[src/rtl/resp_pipe.sv]
// Return-path FIFO from the responder (front) to the initiator (back), with a sticky front-side protocol checker.
// One cycle of latency; ready_f depends only on occupancy. RESP_PIPE_BYPASS_EN adds a zero-latency path while the FIFO is empty.
module resp_pipe #(
  parameter int L     = 8,
  parameter int DEPTH = 4,
  localparam int AW   = $clog2(DEPTH)
) (
  input  logic          clk,
  input  logic          rst,
  input  logic          valid_f,
  output logic          ready_f,
  input  logic [L-1:0]  data_f,
  output logic          valid_b,
  input  logic          ready_b,
  output logic [L-1:0]  data_b,
  output logic [AW:0]   count,
  output logic          proto_err
);

  localparam logic [AW:0] FULL_CNT = (AW+1)'(DEPTH);

  logic [L-1:0]  mem [DEPTH];
  logic [AW-1:0] rd_ptr;
  logic [AW-1:0] wr_ptr;
  logic          stall_q;
  logic [L-1:0]  data_q;
  logic          empty;
  logic          full;
  logic          push;
  logic          wr_en;
  logic          rd_en;

  assign empty   = (count == '0);
  assign full    = (count == FULL_CNT);
  assign ready_f = rst & ~full;
  assign push    = valid_f & ready_f;

`ifdef RESP_PIPE_BYPASS_EN
  // While empty, the front word is shown directly; it is stored only if the back stalls.
  assign valid_b = empty ? (valid_f & rst) : 1'b1;
  assign data_b  = !valid_b ? '0 : (empty ? data_f : mem[rd_ptr]);
  assign wr_en   = push & ~(empty & ready_b);
`else
  assign valid_b = ~empty;
  assign data_b  = valid_b ? mem[rd_ptr] : '0;
  assign wr_en   = push;
`endif

  assign rd_en = valid_b & ready_b & ~empty;

  always_ff @(posedge clk) begin
    if (wr_en) mem[wr_ptr] <= data_f;
  end

  always_ff @(posedge clk or negedge rst) begin
    if (!rst) begin
      rd_ptr    <= '0;
      wr_ptr    <= '0;
      count     <= '0;
      stall_q   <= 1'b0;
      data_q    <= '0;
      proto_err <= 1'b0;
    end else begin
      if (wr_en) wr_ptr <= wr_ptr + AW'(1);
      if (rd_en) rd_ptr <= rd_ptr + AW'(1);
      case ({wr_en, rd_en})
        2'b10:   count <= count + (AW+1)'(1);
        2'b01:   count <= count - (AW+1)'(1);
        default: count <= count;
      endcase
      // A stalled offer must stay valid with unchanged data until it is taken.
      stall_q <= valid_f & ~ready_f;
      data_q  <= data_f;
      if (stall_q && (!valid_f || (data_f != data_q))) proto_err <= 1'b1;
    end
  end

endmodule

[config.mk]
export PLATFORM = sky130hd
export DESIGN_NAME = resp_pipe
export DESIGN_NICKNAME = d
export VERILOG_FILES = /design/src/rtl/resp_pipe.sv
export SDC_FILE = /design/constraint.sdc
export NUM_CORES = 1
export LEC_CHECK = 0
export BUFFER_PORTS_ARGS = -buffer_cell sky130_fd_sc_hd__buf_4
export CELL_PAD_IN_SITES_DETAIL_PLACEMENT = 1
export CELL_PAD_IN_SITES_GLOBAL_PLACEMENT = 1
export CORE_MARGIN = 2
export CORE_UTILIZATION = 48
export DETAILED_ROUTE_END_ITERATION = 10
export HOLD_SLACK_MARGIN = 0.1
export MAX_ROUTING_LAYER = met4
export PLACE_DENSITY_LB_ADDON = 0.25
export SETUP_SLACK_MARGIN = 0.5
export SYNTH_ARGS = -nofsm -noshare
export SYNTH_HDL_FRONTEND = slang
export SYNTH_SLANG_ARGS = --single-unit
[constraint.sdc]
create_clock -name clk -period 2.25 [get_ports clk]
set_clock_uncertainty 0.1 [all_clocks]
set_input_delay 0.5625 -clock clk [delete_from_list [all_inputs] [get_ports clk]]
set_output_delay 0.5625 -clock clk [all_outputs]
set_load 0.02 [all_outputs]
; Word-level counts from Yosys, hierarchy flattened
; Memory sizes are Yosys's and may differ from the RTL's.
; Cells that the tools add are included.
[totals]
regBits = 17
ram_bits = 32
input_bits = 12
wordCells = 32
n_memories = 1
[mem_list]
columns = memory, words, width, read_ports, rd_ports_with_merged_regs, wr, line_no
row1 = mem, 4, 8, 1, 0, 1, 22  ; logic [L-1:0] mem [DEPTH];
[classes]
add_sub_neg = 4
n_eq_ne = 4
muxes = 4
n_bitwise = 8
reduce_logical = 5
[ops]
columns = operator, count
row1 = $mux 8, 1
row2 = $ne 8x8->1, 1
row3 = $pmux 3 s2, 1
row4 = $and 1x1->1, 5
row5 = $add 2x1->2 const B, 2
row6 = $add 3x1->3 const B, 1
row7 = $eq 3x3->1 const B, 1
row8 = $logic_not 3->1, 1
row9 = $not 1->1, 3
row10 = $sub 3x1->3 const B, 1
row11 = $eq 2x1->1 const B, 1
row12 = $eq 2x2->1 const B, 1
row13 = $mux 1, 2
row14 = $reduce_bool 2->1, 1
row15 = $logic_and 1x1->1, 1
row16 = $logic_not 1->1, 1
row17 = $logic_or 1x1->1, 1

; Logic depth before layout (Yosys ltp)
[depth]
depth_word = 6
mapped_depth = 9

; Least setup slack after synthesis
; Ideal clock, no wire load.
[synth_path]
path_kind = flip-flop to flip-flop
startpoint = register count[0]
endpoint = register count[2]
setup_time_ns = 0.080
t_arrival_ns = 1.925
required_ns = 2.070
setup_slack_ns = 0.145
stages_incl_launch_ff = 9
n_path_buf = 0
synth_period_minus_slack_ns = 2.105
cell_sequence = dfrtp_1 o311a_4 inv_1 ha_1 inv_1 fa_1 xor2_1 nor2_1 xnor2_1
[synth_via]
elab_chain_cells = 6
word_cells_on_any_way = 14
cone_classes = add/sub (2) / eq/ne (3) / mux (1) / bitwise (6) / reduce/logical (2)
[synth_rtl]
columns = element, line_no
row1 = "start, declared", 16  ; output logic [AW:0] count,
row2 = "start signal, assigned", 67  ; 2'b10: count <= count + (AW+1)'(1);
row3 = "start signal, assigned", 68  ; 2'b01: count <= count - (AW+1)'(1);
row4 = "start signal, assigned", 69  ; default: count <= count;
row5 = $eq 3x3->1 or $logic_not 3->1 (tied branches), "34, 33"
row6 = $not 1->1 (on tied branches), "35, 44, 49"
row7 = $and 1x1->1 (on tied branches), "35, 49"
row8 = $and 1x1->1 (on tied branches), "36, 49"
row9 = $eq 2x1->1 or $eq 2x2->1 (tied branches), 66  ; case ({wr_en, rd_en})
row10 = $pmux 3 s2 or $reduce_bool 2->1 (tied branches), --
; Several ways; a longest one is shown, not always the timed one.
; A chain may end at the register's enable or synchronous reset.

; Worst setup path in the final report
[layout_path]
startpoint = register rd_ptr[0]
endpoint = output data_b[7]
[layout_via]
elab_chain_cells = 2
[layout_rtl]
columns = element, line_no
row1 = "start, declared", 23  ; logic [AW-1:0] rd_ptr;
row2 = "start signal, assigned", 65  ; if (rd_en) rd_ptr <= rd_ptr + AW'(1);
row3 = $mem_v2 4x8, --
row4 = $mux 8, 45  ; assign data_b = valid_b ? mem[rd_ptr] : '0;
row5 = "end, declared", 15  ; output logic [L-1:0] data_b,
; Every way passes these cells.

==> run_results.csv <==
group,metric,value,unit
clocking,root_buffer,"clkbuf_8",
sta,holdWs,0.116,ns
critical_path,crit_type,"reg2out",
detailed_routing,vias,1084,
detailed_routing,viasPerCell,5.24,
logic_synthesis,synth_top_family_by_area,"multiplexers",
critical_path,path_max_fanout,7,
clocking,insertion_delay,0.31,ns
critical_path,cp_cell_sequence,"buf_12, mux4_2, and2_4, buf_6",
logic_synthesis,synth-simple-area-share,6.79,%
sta,slew_headroom,70.9,%
global_route,grt_max_degree,19,
flow_run,drv.max_cap_violation_count,0,
sta,tightestPinTransition,0.434,ns
floorplanning,dieArea,4760,sq um
global_route,grt_pass1_vias,1109,
critical_path,start_kind,"flip-flop",
clocking,clock_sinks,49,
logic_synthesis,synth_fa_ha_area_share,4.08,%
logic_synthesis,yosys_warnings,0,
sta,setup_viol,8,
global_route,grt_pass1_wl,6.46,mm
placement,numPortBuffers,25,
logic_synthesis,synth-seq-cells,49,
logic_synthesis,synth.yosys.seq_area_share,68.4,%
logic_synthesis,synthMuxAreaShare,10.1,%
final_layout,final_cells,207,
sta,timing.fmax,0.429,GHz
logic_synthesis,avgSynthCellArea,17.9,sq um
detailed_routing,wire_per_inst,20.7,microns
power_and_ir_drop,p_leak,1.03,nW
floorplanning,chipHeight,69.0,microns
sta,min_period,2.33,ns
final_layout,areaGrowthSynthToFinish,28.2,%
final_layout,nNetsFinal,174,
placement,placed_cells,188,
sta,grt_setup_unrepaired,"yes",
floorplanning,design.core.area,4030,sq um
global_route,grt_overflow,0,
floorplanning,num_io_pins,26,
final_layout,layout_commonest_cell,"edfxtp_1",
logic_synthesis,synth_compound_area_share,1.85,%
clocking,clockBufferDepth,2,
critical_path,worstPathArrival,1.67,ns
placement,gp_congestion,0.681,
detailed_routing,drc,0,
logic_synthesis,syn-num-nets,131,
logic_synthesis,synthXorXnorAreaFrac,6.05,%
floorplanning,rows,23,
clocking,cts_buffers,5,
floorplanning,start_util,50.3,%
sta,finalHoldViolCount,0,
power_and_ir_drop,vdd_drop_max,0.000497,V
global_route,antenna_found_initial,0,
global_route,track_usage,21.6,%
sta,fin_crit_sh,104,%
detailed_routing,ant_nets,0,
clocking,cts_tree,"yes",
final_layout,final_cell_mix,"edfxtp_1, buf_4, buf_6, dfrtp_1, and2_4",
critical_path,crit_slowest_cell,"mux4_2",
clocking,htreeDepth,2,
detailed_routing,drtIter0Drc,82,
final_layout,drive_gt1_share,54.1,%
critical_path,slowest_delay,0.51,ns
logic_synthesis,synth_cells,113,
run_status,violations,"negative setup slack",
detailed_routing,dr.pass1.iters,4,
sta,layout_setup_ws,-0.0821,ns
power_and_ir_drop,power.density,1290,nW/um^2
floorplanning,dieWidth,69.0,microns
placement,post-dp-hpwl,2.68,mm
clocking,cts_hold_buf,0,
run_status,status,"finished with violations",
logic_synthesis,ys_types,24,
logic_synthesis,syn_area,2030,sq um
final_layout,antenna_cells,0,
critical_path,critPathCaptureType,"output port",
clocking,clk_pin_slew_worst_paths,0.09,ns
critical_path,crit_required,1.59,ns
detailed_routing,drt-total-wl,4.29,mm
worst_hold_path,hold_path.class,"in2async",
sta,maxSlewViolCount,0,
-- power breakdown --
group | total (mW) | leakage [nW] | switching (mW) | internal, mW
registers | 1.24 | 0.483 | 0.132 | 1.11
logic | 1.57 | 0.505 | 0.678 | 0.891
clock network | 0.530 | 0.0445 | 0.309 | 0.221
-- cells in the mapped netlist, drive strengths merged --
| master | n | area [sq um] |
|---|---|---|
| xor2 | 10 | 87.6 |
| o31a | 1 | 10.0 |
| dfrtp | 17 | 425 |
| ha | 5 | 62.6 |
| and2 | 13 | 83.8 |
| nor2b | 1 | 6.26 |
| inv | 7 | 26.3 |
| or3 | 1 | 11.3 |
| edfxtp | 32 | 961 |
| nand3 | 1 | 10.0 |
| o311a | 1 | 21.3 |
| fa | 1 | 20.0 |
| mux2i | 1 | 10.0 |
| nor3 | 1 | 5.00 |
| mux2 | 1 | 15.0 |
| clkbuf | 1 | 5.00 |
| xnor2 | 4 | 35.0 |
| nor4 | 1 | 6.26 |
| a31oi | 1 | 6.26 |
| mux4 | 8 | 180 |
| buf | 2 | 22.5 |
| nor2 | 2 | 7.51 |
| nor3b | 1 | 7.51 |
-- per-layer routing --
layer	wire length, microns	vias to the layer above	global-route usage, %
met3	203	6	5.68
li1	-	492	-
met2	2140	30	33.4
met1	1910	556	28.2
met4	42	0	6.62
met5	0	-	-
-- layout make-up --
type,count,area [sq um]
fillers,363,1430
inverters,7,26.3
well taps,50,62.6
repair buffers,39,374
clock buffers,5,68.8
clock inverters,3,21.3
multi-input cells,54,653
flip-flops and latches,49,1390
-- registers in the layout, summed over array words and instances (netlist names) --
signal,cells
count,3
data_q,8
rd_ptr,2
stall_q,1
mem,32
wr_ptr,2
proto_err,1
-- critical path, delay by kind of cell, from the launching register on --
family / cells / cell delay (ns)
and+or+nand+nor: 1 / 0.16
DFF: 1 / 0.41
buffers and inverters: 2 / 0.27
muxes: 1 / 0.51
-- repair_timing --
item,4_1_cts,5_1_grt
pin swaps,7,8
resized for setup,17,10
buffers inserted,9,2
setup endpoints to repair,12,30
-- logic make-up after synthesis --
kind of cell               after synthesis
buffers and inverters                   10
xor gates and xnor gates                14
and+or+nand+nor                         21
adders and majority gates                6
AOI/OAI and AO/OA                        3
DFF                                     49
muxes                                   10
-- final timing paths --
path                                       startpoint               endpoint  slack [ns]  cells after the start
worst max-delay path            rd_ptr[0]$_DFFE_PN0P_              data_b[7]       -0.08                      4
worst min-delay path                              rst    data_q[7]$_DFF_PN0_        0.12                      2
worst max register to register   count[2]$_DFFE_PN0P_   count[2]$_DFFE_PN0P_        0.11                      9
worst min register to register      stall_q$_DFF_PN0_  proto_err$_DFFE_PN0P_        0.43                      2
max in group asynchronous                         rst   count[1]$_DFFE_PN0P_        1.71                      2
min in group clk                            data_f[1]    data_q[1]$_DFF_PN0_        0.30                      1
-- per-stage QoR --
stage               total power, mW  TNS [ns]  utilization [%]  worst slack, ns  cell area, sq um
finish                         3.34    -0.469             64.5          -0.0821              2600
global route                   3.52    -0.938             64.5           -0.129              2600
CTS                            3.26    -0.523             63.3          -0.0719              2550
detailed placement             2.52         0             57.6            0.153              2320
global placement               2.44         0             57.6            0.215              2320
floorplan                      2.09         0                -            0.267              2060
Note: power is estimated with default switching activity, not from simulation.
